==> config.mk <==
export PLATFORM = sky130hd
export DESIGN_NAME = store_buffer
export DESIGN_NICKNAME = d
export VERILOG_FILES = /design/src/rtl/store_buffer_pkg.sv /design/src/rtl/store_buffer_sb_addr_match.sv /design/src/rtl/store_buffer.sv
export SDC_FILE = /design/constraint.sdc
export NUM_CORES = 1
export LEC_CHECK = 0
export ABC_AREA = 1
export BUFFER_PORTS_ARGS = -buffer_cell sky130_fd_sc_hd__buf_4
export CORE_MARGIN = 5
export CORE_UTILIZATION = 40
export CTS_CLUSTER_DIAMETER = 100
export CTS_CLUSTER_SIZE = 25
export DETAILED_ROUTE_END_ITERATION = 8
export SKIP_LAST_GASP = 1
export SYNTH_ARGS = -nofsm -noshare
export SYNTH_HDL_FRONTEND = slang
export SYNTH_SLANG_ARGS = --single-unit
==> constraint.sdc <==
create_clock -name clk -period 2.6 [get_ports clk]
set_input_delay 0 -clock clk [delete_from_list [all_inputs] [get_ports clk]]
set_output_delay 0 -clock clk [all_outputs]
set_load 0.02 [all_outputs]
==> src/rtl/store_buffer_pkg.sv <==
// Shared definitions for the store buffer: entry layout, drain FSM states,
// request direction encoding and a word-address helper.
package store_buffer_pkg;

  localparam int unsigned SB_ADDR_W = 32;
  localparam int unsigned SB_DATA_W = 32;
  localparam int unsigned SB_WEN_W  = 4;

  // Request direction value driven on *_rw while a write is in flight
  localparam logic SB_RW_WRITE = 1'b1;

  typedef enum logic [1:0] {
    SB_IDLE    = 2'b00,
    SB_CACHE   = 2'b01,
    SB_UNCACHE = 2'b10
  } sb_state_t;

  typedef struct packed {
    logic [SB_ADDR_W-1:0] addr;
    logic [SB_DATA_W-1:0] data;
    logic [SB_WEN_W-1:0]  wen;
    logic                 uncache;
    logic                 valid;
  } sb_entry_t;

  // Word address (byte offset dropped) used for load hazard comparison
  function automatic logic [29:0] sb_word(input logic [31:0] addr);
    return addr[31:2];
  endfunction

endpackage

==> src/rtl/store_buffer_sb_addr_match.sv <==
// sb_addr_match: parallel word-address compare of a load against every valid
// store-buffer entry, plus selection of the youngest matching entry.
module sb_addr_match #(
  parameter int unsigned DEPTH = 4,
  parameter int unsigned PTR_W = 2
) (
  input  logic [DEPTH-1:0][29:0] entry_word,
  input  logic [DEPTH-1:0]       entry_valid,
  input  logic [PTR_W-1:0]       head,
  input  logic [29:0]            ld_word,
  output logic                   any_match,
  output logic [PTR_W-1:0]       young_idx
);

  logic [DEPTH-1:0] match;
  logic [PTR_W-1:0] idx;

  // Per-entry compare against the load word address
  always_comb begin
    match = '0;
    for (int unsigned i = 0; i < DEPTH; i++) begin
      match[i] = entry_valid[i] & (entry_word[i] == ld_word);
    end
  end

  assign any_match = |match;

  // Walk from oldest (head) to youngest; the last hit seen is the youngest
  always_comb begin
    young_idx = head;
    idx       = '0;
    for (int unsigned k = 0; k < DEPTH; k++) begin
      idx = head + PTR_W'(k);
      if (match[idx]) young_idx = idx;
    end
  end

endmodule

==> src/rtl/store_buffer.sv <==
// store_buffer: committed-store FIFO that drains stores in program order to
// the cached (store_mem_*) or uncached (store_uncache_*) request port, holding
// each request until its data_ok. Reports full/empty and load hazards.
// Optional store-to-load forwarding of full-word entries: STORE_BUF_FWD_EN.
module store_buffer
  import store_buffer_pkg::*;
#(
  parameter int unsigned DEPTH = 4,
  parameter int unsigned PTR_W = 2
) (
  input  logic        clk,
  input  logic        reset,
  input  logic        flus,
  input  logic        push_en,
  input  logic [31:0] push_addr,
  input  logic [31:0] push_data,
  input  logic [3:0]  push_wen,
  input  logic        push_uncache,
  output logic        sb_full,
  output logic        sb_empty,
  input  logic [31:0] ld_addr,
  output logic        ld_hazard,
`ifdef STORE_BUF_FWD_EN
  output logic        ld_fwd_hit,
  output logic [31:0] ld_fwd_data,
`endif
  output logic        store_mem_en,
  output logic        store_mem_rw,
  output logic [31:0] store_mem_addr,
  output logic [31:0] store_mem_data,
  output logic [3:0]  store_mem_rwen,
  input  logic        store_mem_data_ok,
  output logic        store_uncache_en,
  output logic        store_uncache_rw,
  output logic [31:0] store_uncache_addr,
  output logic [31:0] store_uncache_data,
  output logic [3:0]  store_uncache_rwen,
  input  logic        store_uncache_data_ok
);

  localparam logic [PTR_W:0] FULL_CNT = (PTR_W + 1)'(DEPTH);

  sb_entry_t        entries [DEPTH];
  logic [PTR_W-1:0] head;
  logic [PTR_W-1:0] tail;
  logic [PTR_W:0]   count;
  logic [PTR_W:0]   count_n;
  sb_state_t        state;
  sb_state_t        state_n;
  sb_entry_t        head_e;
  logic             push_ok;
  logic             pop;

  assign head_e   = entries[head];
  assign sb_full  = (count == FULL_CNT);
  assign sb_empty = (count == '0) && (state == SB_IDLE);
  assign push_ok  = push_en & ~flus & ~sb_full;

  // Occupancy bookkeeping for push/pop in the same cycle
  always_comb begin
    count_n = count;
    unique case ({push_ok, pop})
      2'b10:   count_n = count + 1'b1;
      2'b01:   count_n = count - 1'b1;
      default: count_n = count;
    endcase
  end

  // Entry storage and FIFO pointers; push never targets the in-flight head
  always_ff @(posedge clk or negedge reset) begin
    if (!reset) begin
      for (int unsigned i = 0; i < DEPTH; i++) entries[i] <= '0;
      head  <= '0;
      tail  <= '0;
      count <= '0;
    end else begin
      if (pop) begin
        entries[head].valid <= 1'b0;
        head                <= head + 1'b1;
      end
      if (push_ok) begin
        entries[tail] <= '{addr: push_addr, data: push_data, wen: push_wen,
                           uncache: push_uncache, valid: 1'b1};
        tail          <= tail + 1'b1;
      end
      count <= count_n;
    end
  end

  // Drain state register
  always_ff @(posedge clk or negedge reset) begin
    if (!reset) state <= SB_IDLE;
    else        state <= state_n;
  end

  // Drain next-state, request outputs and pop
  always_comb begin
    state_n            = state;
    pop                = 1'b0;
    store_mem_en       = 1'b0;
    store_mem_rw       = 1'b0;
    store_mem_addr     = '0;
    store_mem_data     = '0;
    store_mem_rwen     = '0;
    store_uncache_en   = 1'b0;
    store_uncache_rw   = 1'b0;
    store_uncache_addr = '0;
    store_uncache_data = '0;
    store_uncache_rwen = '0;
    unique case (state)
      SB_IDLE: begin
        if (count != '0) state_n = head_e.uncache ? SB_UNCACHE : SB_CACHE;
      end
      SB_CACHE: begin
        store_mem_en   = 1'b1;
        store_mem_rw   = SB_RW_WRITE;
        store_mem_addr = head_e.addr;
        store_mem_data = head_e.data;
        store_mem_rwen = head_e.wen;
        if (store_mem_data_ok) begin
          pop     = 1'b1;
          state_n = SB_IDLE;
        end
      end
      SB_UNCACHE: begin
        store_uncache_en   = 1'b1;
        store_uncache_rw   = SB_RW_WRITE;
        store_uncache_addr = head_e.addr;
        store_uncache_data = head_e.data;
        store_uncache_rwen = head_e.wen;
        if (store_uncache_data_ok) begin
          pop     = 1'b1;
          state_n = SB_IDLE;
        end
      end
      default: state_n = SB_IDLE;
    endcase
  end

  logic [DEPTH-1:0][29:0] match_word;
  logic [DEPTH-1:0]       match_valid;
  logic                   any_match;
  logic [PTR_W-1:0]       young_idx;
  logic                   unused_ld_lo;

  assign unused_ld_lo = ^ld_addr[1:0];

  // Flatten entry addresses/valids for the comparator
  always_comb begin
    match_word  = '0;
    match_valid = '0;
    for (int unsigned i = 0; i < DEPTH; i++) begin
      match_word[i]  = sb_word(entries[i].addr);
      match_valid[i] = entries[i].valid;
    end
  end

  sb_addr_match #(
    .DEPTH(DEPTH),
    .PTR_W(PTR_W)
  ) u_match (
    .entry_word  (match_word),
    .entry_valid (match_valid),
    .head        (head),
    .ld_word     (sb_word(ld_addr)),
    .any_match   (any_match),
    .young_idx   (young_idx)
  );

`ifdef STORE_BUF_FWD_EN
  logic young_full;

  // Forward only when the youngest match covers all four byte lanes
  always_comb begin
    young_full  = any_match && (entries[young_idx].wen == '1);
    ld_fwd_hit  = young_full;
    ld_fwd_data = young_full ? entries[young_idx].data : '0;
    ld_hazard   = any_match & ~young_full;
  end
`else
  logic unused_young_idx;

  assign unused_young_idx = ^young_idx;
  assign ld_hazard        = any_match;
`endif

endmodule

==> results of run 1 <==
## layer usage
metal  wire [um]  GRT usage  part of all wire  up-vias
met1       22100      0.307              0.45     6747
li1            -          -                 -     7231
met2       22200      0.357              0.46      442
met5          21          0           0.00043        -
met3        2870     0.0291             0.059       69
met4        1360     0.0569             0.028        4
## kinds of logic (layout without fill, tap and decap cells)
group	count (synthesis)	in the layout
AO/OA/AOI/OAI	497	497
XOR/XNOR	17	17
adder cells (fa/ha/maj)	13	13
buffers and inverters	327	586
flip-flops	289	289
multiplexers	1	1
AND/OR/NAND/NOR	987	987
## report_power, final
group	switching, uW	leakage [uW]	total [uW]	internal [uW]
Combinational	7020	0.00588	11300	4260
Sequential	1500	0.00362	8130	6630
Clock	1580	0.000242	2900	1320
## area by class of cell
cell class | instances | area, um2
timing repair buffer | 356 | 3120
sequential | 289 | 7240
clock buffer | 19 | 433
clock inverter | 5 | 71.3
multi-input combinational | 1515 | 6900
tap | 518 | 648
fill | 3851 | 19600
inverter | 206 | 778
## how the worst max path moves through the flow
stage | depth (start not counted) | from | end
after floorplan | 10 | state[0] | count[2]
after global placement | 10 | state[0] | count[2]
after detailed placement | 10 | state[0] | count[2]
after CTS | 5 | head[1] | store_mem_addr[31]
after global routing | 5 | head[0] | store_mem_data[3]
final | 5 | head[1] | store_mem_addr[23]
## sequential cells by signal, indices dropped and copies added (netlist names)
signal and flops:
tail 2, count 3, entries 280, head 2
state 2
## metrics by stage
step                      power [uW]  cells  worst slack (ns)  instance area (um2)  hold slack, ns
final                          22300   2908             0.190                19200          0.0353
after global routing           24200   2908            0.0283                19200          0.0831
after CTS                      22500   2908             0.166                19200          0.0476
after detailed placement       19400   2808             0.340                17900        -0.00204
after global placement         19100   2808             0.331                17900         0.00349
after floorplan                15500   2131             0.421                15700          -0.296
## cells in the final DEF, fill, tap and decap left out, drive strengths merged, types with 2 or more instances in the layout
master       instances
nand3                6
a32o                39
o22ai                2
buf                280
nand2              754
inv                206
a21oi               88
clkinv               3
xor2                 8
or2                  2
clkbuf              19
xnor2                9
o21ai              358
dlygate4sd3         76
ha                  12
o211ai               8
nor2               225
dfrtp              289
## what timing repair did
action | in CTS | in global routing
hold buffers | 76 | 0
hold endpoints to repair | 561 | 0
resized for setup | 0 | 0
## worst max-delay path: stages, from the launching register on
cell      delay (ns)
dfrtp_1         0.38
clkinv_2        0.46
buf_4           0.43
a21oi_1         0.35
nor2_1          0.07
buf_4           0.17
==> impl_metrics.ini, run 1 <==
[clock_tree]
numClockSinks = 289
cts-root-buf = clkbuf_16
cts_buffer_depth = 3
insertion_delay_ns = 0.51
cts_max_level = 1
cts_buffers = 16
cts_tree = yes
postCtsSetupRepairBufs = 0
clk_pin_slew_ns = 0.11

[min_path]
hold_class = in -> async

[global_routing]
grt_usage = 0.218
grt_pass1_wl_mm = 77.9
grt_start_max_net_pins = 108
overflow = 0
antenna_found_initial = 2
grt_pass1_vias = 14130

[critical_path]
start_kind = register
regToRegEndpoint = count[2]
r2r_slack_ns = 0.36
cp_data_arrival_time_ns = 2.41
critPathMaxFanout = 27
path_class = reg -> out
r2r_start = state[0]
rr_worst_depth = 10
end_kind = output pin
required_ns = 2.60

[floorplanning]
boundaryPins = 250
fp-row-count = 72
initial_utilization = 0.405
die-area_um2 = 43400
coreArea_um2 = 38800
fp.dieW_um = 208
die_h_um = 208

[timing]
report.final.slew_viol_count = 0
finalCriticalPeriod_ns = 2.41
slew_headroom = 0.471
finalHoldViolCount = 0
worstMarginPinSlew_ns = 0.794
final.setup_skew_ns = 0.0139
finalSetupViolCount = 0
tns_ns = 0
rsz0062_at_grt = no
fmax_mhz = 415
final.period_utilization = 0.927

[synth]
ys_seq_elements = 289
synth_top_cell_by_area = dfrtp_1
synth_flop_cell = dfrtp_1
synth_top_area_frac = 0.460
syn-cell-area_um2 = 15700
synth_compound_area_frac = 0.178
synthSimpleGateAreaFrac = 0.239
yosysSeqAreaShare = 0.460
synth_cell_types = 33
synth_xor_area_frac = 0.00946
ys_top_cells_by_area = dfrtp_1 (46%), nand2_1 (18%), o21ai_0 (9.2%)
synth_fp_nets = 2251
yosysMostFrequentCell = nand2_1
synth_common_cells = nand2_1 (750), dfrtp_1 (289), o21ai_0 (289)
avgSynthCellArea_um2 = 7.38
synthArstFlopShare = 1.00
synth_top_family_by_area = simple AND/OR/NAND/NOR gates
syn_inst = 2131
synth_edf_count = 0
muxShareOfSynthArea = 0.000716
synthAdderAreaFrac = 0.0108
yosys_warnings = 0

[detailed_routing]
drtIter0Drc = 935
detail-route-antenna-nets = 0
drtPass1Iterations = 9
wire_per_inst_um = 16.7
vias = 14493
routed_wl_mm = 48.5
vias_per_cell = 4.98
drc_errors = 0

[power]
ir_drop_v = 0.000633
power.density_nw_per_um2 = 1160
leakagePower_uw = 0.00975

[finish]
nets = 2504
drive_gt1_frac = 0.142
num_antenna_cells = 0
utilization = 0.494
areaGrowthSynthToFinish_pct = 21.9

[place]
gp_congestion = 0.922
io_buffers = 247
hpwl_mm = 33.8

[flow_run]
cap_violations = 0

[outcome]
status = complete, no violations
Note: power is estimated with default switching activity, not from simulation.
==> run 2, diff against run 1 <==
CTS_BUF_LIST = sky130_fd_sc_hd__clkbuf_4   (was default)
==> impl_metrics.ini, run 2 (synthesized netlist as in run 1, its figures left out) <==
[finish]
largest-register = entries
layout_common_cells = nand2_1 (750), o21ai_0 (289), dfrtp_1 (288)
areaGrowthSynthToFinish_pct = 20.9
drive_gt1_frac = 0.145
nFillCells = 3878
top_regs = entries (280), count (3)
largest_reg_flops = 280
mostFrequentLayoutCell = nand2_1
nets = 2510

[timing]
rsz0062_at_grt = yes
finalHoldViolCount = 0
finalSetupViolCount = 0
report.final.slew_viol_count = 0
worstMarginPinSlew_ns = 0.531
final.setup_skew_ns = 0.0337
fmax_mhz = 397
final.period_utilization = 0.968
finalCriticalPeriod_ns = 2.52
timing.final.ws_setup_ns = 0.0827
slew_headroom = 0.646

[floorplanning]
initial_utilization = 0.405
coreArea_um2 = 38800
fp-row-count = 72
die_h_um = 208
boundaryPins = 250
fp.dieW_um = 208
die-area_um2 = 43400

[detailed_routing]
routed_wl_mm = 49.5
vias = 14618
wire_per_inst_um = 17.0
drtIter0Drc = 932
detail-route-antenna-nets = 0
drc_errors = 0
vias_per_cell = 5.01
drtPass1Iterations = 6

[place]
io_buffers = 247
hpwl_mm = 33.8
gp_congestion = 0.922
place_ws_ns = 0.340

[clock_tree]
cts-root-buf = clkbuf_4
numClockSinks = 289
cts_buffer_depth = 3
cts_tree = yes
cts_buffers = 16
cts_max_level = 1
insertion_delay_ns = 0.72
clk_pin_slew_ns = 0.26

[flow_run]
cap_violations = 0

[global_routing]
grt_pass1_wl_mm = 78.0
grt_pass1_vias = 14142
overflow = 0
grt_usage = 0.218
grt_start_max_net_pins = 108
antenna_found_initial = 3

[critical_path]
critPathMaxFanout = 54
cp_data_arrival_time_ns = 2.52
start_kind = register
required_ns = 2.60
path_class = reg -> out
end_kind = output pin

[power]
power_uw = 21600
ir_drop_v = 0.000615
leakagePower_uw = 0.00967
power.density_nw_per_um2 = 1130

[min_path]
hold_class = in -> reg

[outcome]
status = complete, no violations
[run 2: final timing paths]
path / start / slack, ns / cells after the start / endpoint
worst min register to register: entries[173] / 0.52 / 2 / entries[173]
worst min-delay path: push_data[30] / 0.09 / 4 / entries[106]
max in group asynchronous: reset / 1.73 / 4 / entries[206]
worst max register to register: state[0] / 0.32 / 10 / count[2]
worst max-delay path: head[0] / 0.08 / 7 / store_mem_addr[7]
min in group asynchronous: reset / 0.41 / 4 / count[2]
[run 2: metal layers]
metal	global-route usage	wire, um	up-vias
li1	-	-	7240
met1	0.309	22400	6839
met2	0.357	22600	469
met3	0.0288	2980	66
met4	0.0562	1440	4
met5	0	21	-
[run 2: where the power goes]
group	total, uW	leakage, uW	internal, uW	switching [uW]
sequential	8120	0.00362	6600	1510
combinational	11500	0.00594	4380	7130
clock	1940	0.000118	470	1470
total	21600	0.00967	11500	10100
[run 2: cell type report]
type | count | area (um2) | area share
flip-flops and latches | 289 | 7240 | 0.381
clock inverters | 5 | 71.3 | 0.00375
diodes | 2 | 5.00 | 0.000263
inverters | 206 | 786 | 0.0413
clock buffers | 19 | 143 | 0.00750
repair buffers | 362 | 3220 | 0.169
well taps | 518 | 648 | 0.0341
multi-input cells | 1515 | 6900 | 0.363
[run 2: worst max-delay path: stages, from the launching register on]
cell and delay, ns:
dfrtp_4 0.58, buf_4 0.17, buf_16 0.18, o21ai_0 0.19
a21oi_1 0.06, a21oi_1 0.32, nor2_1 0.07, buf_4 0.17
[run 2: metrics by stage]
step,hold slack [ns],instances,setup TNS (ns),area (um2),utilization
final,0.0900,2916,0,19000,0.490
after global routing,0.0408,2916,-0.275,19000,0.490
after CTS,0.00585,2911,0,19000,0.488
after detailed placement,-0.00204,2808,0,17900,0.461
after global placement,0.00349,2808,0,17900,0.461
after floorplan,-0.296,2131,0,15700,-
[run 2: what timing repair did]
action | CTS | global route
cloned | 0 | 1
gates resized for setup | 3 | 4
buffers inserted | 0 | 2
hold buffers | 79 | 0
setup endpoints to repair | 90 | 17
hold endpoints to repair | 578 | 0
